**src/rtl/jtag_ir_param.sv**
```systemverilog
// jtag_ir_param -- parametrised JTAG instruction register for the TAP.
//
// Sits between the TAP controller strobes and the DR select logic.
// Shift register captures {capture_status, 2'b01}, shifts LSB-out/MSB-in,
// and is copied into the instruction latch on update_ir. The one-hot select
// outputs are registered from the *next* latch value, so they are valid in
// the same cycle that ir_updated pulses.
//
// Optional feature (macro JTAG_IR_LEN_CHECK_EN): an update after fewer than
// IR_WIDTH shift cycles is refused and raises the sticky ir_len_err. Without
// the macro every update latches and ir_len_err is tied low.
//
// Ports:
//   clk, rst_n        TCK clock, async active-low reset
//   tlr               Test-Logic-Reset: synchronous force to RESET_IR
//   tdi / tdo         serial in / serial out (tdo = shift_reg[0])
//   capture_ir, shift_ir, update_ir   TAP strobes (priority tlr>cap>shift>upd)
//   capture_status    design status bits, loaded above the fixed 2'b01
//   ir_out            current latched instruction
//   sel_*             registered one-hot decode of ir_out
//   ir_updated        one-cycle pulse after a latch update
//   ir_len_err        sticky short-shift error
module jtag_ir_param #(
  parameter int                  IR_WIDTH  = 5,
  parameter logic [IR_WIDTH-1:0] RESET_IR  = 'h01,
  parameter logic [IR_WIDTH-1:0] IDCODE_OP = 'h01,
  parameter logic [IR_WIDTH-1:0] DTMCS_OP  = 'h10,
  parameter logic [IR_WIDTH-1:0] DMI_OP    = 'h11,
  parameter logic [IR_WIDTH-1:0] BYPASS_OP = '1
) (
  input  logic                clk,
  input  logic                rst_n,
  input  logic                tlr,
  input  logic                tdi,
  output logic                tdo,
  input  logic                capture_ir,
  input  logic                shift_ir,
  input  logic                update_ir,
  input  logic [IR_WIDTH-3:0] capture_status,
  output logic [IR_WIDTH-1:0] ir_out,
  output logic                sel_idcode,
  output logic                sel_dtmcs,
  output logic                sel_dmi,
  output logic                sel_bypass,
  output logic                ir_updated,
  output logic                ir_len_err
);

  logic [IR_WIDTH-1:0] r_shift;
  logic [IR_WIDTH-1:0] r_latch;
  logic [IR_WIDTH-1:0] w_latch_nxt;
  logic                w_do_upd;
  logic                w_upd_ok;
  logic                r_updated;
  logic [3:0]          r_sel;     // {bypass, dmi, dtmcs, idcode}

  // Unknown opcodes (including all-zero) fall through to bypass, so the
  // result is one-hot by construction.
  function automatic logic [3:0] decode(input logic [IR_WIDTH-1:0] op);
    if (op == IDCODE_OP)      decode = 4'b0001;
    else if (op == DTMCS_OP)  decode = 4'b0010;
    else if (op == DMI_OP)    decode = 4'b0100;
    else if (op == BYPASS_OP) decode = 4'b1000;
    else                      decode = 4'b1000;
  endfunction

`ifdef JTAG_IR_LEN_CHECK_EN
  localparam int CW = $clog2(IR_WIDTH + 1);
  logic [CW-1:0] r_cnt;
  logic          r_len_err;

  assign w_upd_ok   = (r_cnt == CW'(IR_WIDTH));
  assign ir_len_err = r_len_err;

  always_ff @(posedge clk or negedge rst_n) begin
    if (!rst_n) begin
      r_cnt     <= '0;
      r_len_err <= 1'b0;
    end else if (tlr) begin
      r_cnt     <= '0;
      r_len_err <= 1'b0;
    end else if (capture_ir) begin
      r_cnt     <= '0;
    end else if (shift_ir) begin
      if (r_cnt != CW'(IR_WIDTH)) r_cnt <= r_cnt + 1'b1;
    end else if (update_ir && !w_upd_ok) begin
      r_len_err <= 1'b1;
    end
  end
`else
  assign w_upd_ok   = 1'b1;
  assign ir_len_err = 1'b0;
`endif

  // Next latch value; only an update with no higher-priority strobe latches.
  always_comb begin
    w_latch_nxt = r_latch;
    w_do_upd    = 1'b0;
    if (tlr) begin
      w_latch_nxt = RESET_IR;
    end else if (!capture_ir && !shift_ir && update_ir && w_upd_ok) begin
      w_latch_nxt = r_shift;
      w_do_upd    = 1'b1;
    end
  end

  always_ff @(posedge clk or negedge rst_n) begin
    if (!rst_n) begin
      r_shift   <= RESET_IR;
      r_latch   <= RESET_IR;
      r_updated <= 1'b0;
      r_sel     <= decode(RESET_IR);
    end else begin
      if (tlr)             r_shift <= RESET_IR;
      else if (capture_ir) r_shift <= {capture_status, 2'b01};
      else if (shift_ir)   r_shift <= {tdi, r_shift[IR_WIDTH-1:1]};
      r_latch   <= w_latch_nxt;
      r_updated <= w_do_upd;
      // Decode the value being latched so selects line up with ir_updated.
      r_sel     <= decode(w_latch_nxt);
    end
  end

  assign tdo        = r_shift[0];
  assign ir_out     = r_latch;
  assign ir_updated = r_updated;
  assign sel_idcode = r_sel[0];
  assign sel_dtmcs  = r_sel[1];
  assign sel_dmi    = r_sel[2];
  assign sel_bypass = r_sel[3];

endmodule

```
**config.mk**
```make
export PLATFORM = sky130hd
export DESIGN_NAME = jtag_ir_param
export DESIGN_NICKNAME = d
export VERILOG_FILES = /design/src/rtl/jtag_ir_param.sv
export SDC_FILE = /design/constraint.sdc
export NUM_CORES = 1
export LEC_CHECK = 0
export ABC_AREA = 1
export ABC_CLOCK_PERIOD_IN_PS = 2900
export CAP_MARGIN = 20
export CORE_MARGIN = 2
export CORE_UTILIZATION = 47
export CTS_BUF_LIST = sky130_fd_sc_hd__clkbuf_16
export DETAILED_ROUTE_END_ITERATION = 16
export GPL_ROUTABILITY_DRIVEN = 1
export MAX_ROUTING_LAYER = met4
export PLACE_DENSITY = 0.93
export SLEW_MARGIN = 20
export SYNTH_ARGS = -nofsm -noshare
export SYNTH_HDL_FRONTEND = slang
export SYNTH_SLANG_ARGS = --single-unit
```
**constraint.sdc**
```tcl
create_clock -name clk -period 2.9 [get_ports clk]
set_input_delay 0.29 -clock clk [delete_from_list [all_inputs] [get_ports clk]]
set_output_delay 0.29 -clock clk [all_outputs]
set_load 0.05 [all_outputs]
```
==> run summary <==
STATUS
---------------------------------------------------------------------------------------
Result of the run ........................................................    completed

GRT
---------------------------------------------------------------------------------------
Global-route wire length before repair ...................................      2550 um
Global route total overflow ..............................................            0
Largest net degree at the start of global routing ........................           16
Total GRT Usage ..........................................................        19.7%
Number of antenna violations at the first check in global routing ........            0
Via count of the first global-routing pass ...............................          588

TIMING
---------------------------------------------------------------------------------------
Period Utilization, post-route ...........................................        65.2%
Max Clk Rate .............................................................    0.529 GHz
Pin slew with the least headroom to its limit ............................     0.659 ns
Crit path time final .....................................................      1.89 ns
Clock skew after layout ..................................................   0.00237 ns
Final number of setup-violating endpoints ................................            0
Setup repair after global routing missed its margin ......................           no
Worst Hold Margin ........................................................     0.456 ns
Final hold violation count ...............................................            0
Summed negative setup slack over all endpoints ...........................         0 ns
Count of final max-slew check failures ...................................            0
Worst slew slack as a fraction of its limit ..............................        56.0%

MIN PATH
---------------------------------------------------------------------------------------
Worst hold path type ..................................................... input port to async pin

WORST SETUP PATH
---------------------------------------------------------------------------------------
R2R Setup Slk ............................................................      1.75 ns
Slowest-stage cell, CP ................................................... clkdlybuf4s50_1
Category of the most critical setup path ................................. register to output pin
Buffers plus inverters on the worst setup path ...........................            1
Crit end category ........................................................   output pin
Worst Path Required ......................................................      2.61 ns
Maximum net fanout on the critical path ..................................            2
Kind of start point of the critical path .................................     register
Arrival time reported for the critical path endpoint .....................      1.60 ns
Critical-path cell list .................................................. clkdlybuf4s50_1
Crit-path leading delay family ........................................... buffers and inverters
Max incr delay on CP .....................................................      0.80 ns

SYNTHESIS
---------------------------------------------------------------------------------------
Fraction of registers with async set/reset ...............................         100%
Cell types with the highest counts after synthesis ....................... inv_1 (15), dfrtp_1 (12), nand3_1 (11), nand2_1 (10), nor2_1 (6)
Number of distinct standard cells referenced by the synthesized netlist ..           18
Post-synthesis area per instance .........................................     9.11 um2
Cell with the most instances after synthesis .............................        inv_1
Share of the synthesized area in the top cell type .......................        44.0%
Sequential-to-total area share from yosys stat ...........................        55.5%
Number of enable-type register cells in the synthesized netlist ..........            0
Gate Count Post-Synth ....................................................           75
Cells taking the most area after synthesis ............................... dfrtp_1 (44%), dfstp_2 (12%), inv_1 (8.2%)
Most frequently used flop master after synthesis .........................      dfrtp_1
Synth Net Count ..........................................................           85
Post-Synthesis Cell Area .................................................      683 um2
Biggest area consumer among synthesized cells ............................      dfrtp_1
YS warnings ..............................................................            0
Register bit count reported by yosys .....................................           15

ROUTING
---------------------------------------------------------------------------------------
Number of violations reported at the end of detailed-routing iteration 0 .           12
Total length of routed wires .............................................      1560 um
Detail-routed net length per standard cell ...............................      13.8 um
ANT nets after route .....................................................            0
Detail-routed via count per cell .........................................         5.17
DRC ......................................................................            0
First drt pass iteration count ...........................................            4
Number of vias after detailed routing ....................................          584

CLOCK NETWORK
---------------------------------------------------------------------------------------
Number of buffers created by CTS .........................................            3
Skew-Pair Late Insertion Delay ...........................................      0.24 ns
Clock tree from TritonCTS ................................................        built
Number of buffers between clock root and the deepest sink ................            2
Total of cells resized after clock tree synthesis ........................            0
H-Tree Level Count .......................................................            1
Clk Tree Root Cell .......................................................    clkbuf_16
Number of sinks on the clock net .........................................           15
CTS hold repair buffers ..................................................            0
Setup Fix Bufs, Post-CTS .................................................            0
Worst-path clk slew ......................................................      0.05 ns

LAYOUT
---------------------------------------------------------------------------------------
Filler cell count ........................................................          100
Non-Filler Instances .....................................................          113
Antenna diodes ...........................................................            0
Total area of sequential cells ...........................................      379 um2
Share of cells above drive strength 1 ....................................        11.2%
Synth-to-Final Area Change ...............................................        42.7%
Net total in the final layout ............................................          109
Area of the multi-input gates ............................................      240 um2

PLACE
---------------------------------------------------------------------------------------
Placed instance count ....................................................          109
Number of I/O port buffers ...............................................           20
Final RePlAce weighted congestion ........................................        0.822
Detail Placement HPWL ....................................................      1060 um

PWR
---------------------------------------------------------------------------------------
Combinational share of power .............................................        19.0%
Switching part of the total power ........................................        26.3%
Power per standard cell area .............................................   624 nW/um2
Clock network fraction of total power ....................................        43.1%
Leakage dissipation ......................................................  0.000490 uW
Power share of the sequential group ......................................        37.9%
Worst-case vdd ir drop ...................................................   0.000362 V
Reported net switching power .............................................       160 uW
Cell-internal power ......................................................       448 uW

FLOORPLAN
---------------------------------------------------------------------------------------
Core footprint ...........................................................     1330 um2
Number of cell rows ......................................................           13
Horizontal die dimension .................................................      42.1 um
Die boundary height ......................................................      42.1 um
I/O pin cnt ..............................................................           22
Die outline area .........................................................     1770 um2
Initial core utilization .................................................        51.2%

JOB
---------------------------------------------------------------------------------------
Reported max-cap violation count .........................................            0

[state kept, by name (all words and copies together) (netlist names)]
| register | cells |
|---|---|
| ir_out | 5 |
| ir_updated | 1 |
| r_sel | 4 |
| r_shift | 5 |
[kinds of logic (layout without fill, tap and decap cells)]
group / after synthesis / in the layout / share of synthesized area [%]
AND/OR/NAND/NOR: 34 / 34 / 26.7
AO/OA/AOI/OAI: 9 / 9 / 7.88
other: 1 / 1 / 0.549
buffers and inverters: 16 / 39 / 9.34
flip-flops: 15 / 15 / 55.5
[layout make-up]
cell class                      instances  share of cell area [%]
Timing Repair Buffer                   20                    20.5
Tap cell                               15                    1.93
Inverter                               15                    5.78
Sequential cell                        15                    38.9
Multi-Input combinational cell         44                    24.6
Clock buffer                            3                    7.70
Clock inverter                          1                   0.513
[cell usage in the layout, fill, tap and decap left out]
cell	netlist	layout
o32ai_1	1	1
o211ai_1	1	1
or2_0	1	1
o21ai_1	1	1
inv_1	15	15
dfstp_2	3	3
nor3_1	2	2
nand3_1	11	11
o21ai_0	4	4
dfrtp_1	12	12
nor2_1	6	6
conb_1	1	1
nand2_4	2	2
o22ai_1	2	2
clkbuf_16	0	3
nand2_1	10	10
clkinv_2	0	1
clkdlybuf4s50_1	0	20
nor2_4	1	1
nand3_4	1	1
[per-layer routing]
layer / vias to the layer above / part of all wire, % / global-route usage [%]
met5: - / 0 / -
met4: 0 / 3.1 / 11.3
met3: 7 / 3.5 / 3.02
met2: 21 / 53 / 35.6
met1: 273 / 40 / 20.2
li1: 283 / - / -
[metrics by stage]
| step | setup WS, ns | area (um2) | util [%] | total power, uW |
|---|---|---|---|---|
| final | 1.01 | 975 | 73.1 | 608 |
| after floorplan | 1.68 | 683 | - | 303 |
| after CTS | 1.00 | 975 | 73.1 | 612 |
| after global routing | 0.985 | 975 | 73.1 | 634 |
| after global placement | 1.27 | 895 | 67.1 | 344 |
| after detailed placement | 1.21 | 895 | 67.1 | 347 |
[power by group through the flow]
stage                     Sequential [uW]  Clock (uW)  Combinational [uW]
after floorplan                       268           0                34.8
after global placement                233           0                 111
after detailed placement              234           0                 113
after CTS                             231         266                 115
after global routing                  232         280                 122
final                                 231         262                 116
[path summary, 6_finish.rpt]
kind,end,depth (start not counted),from
max,ir_out[0],1,ir_out[0]
min,ir_out[3],1,rst_n
max reg2reg,r_sel[2],5,r_shift[3]
min reg2reg,r_shift[1],2,r_shift[2]
max in group asynchronous,r_shift[2],1,rst_n
min in group clk,r_shift[1],2,r_shift[2]
(Power assumes the default switching activity.)
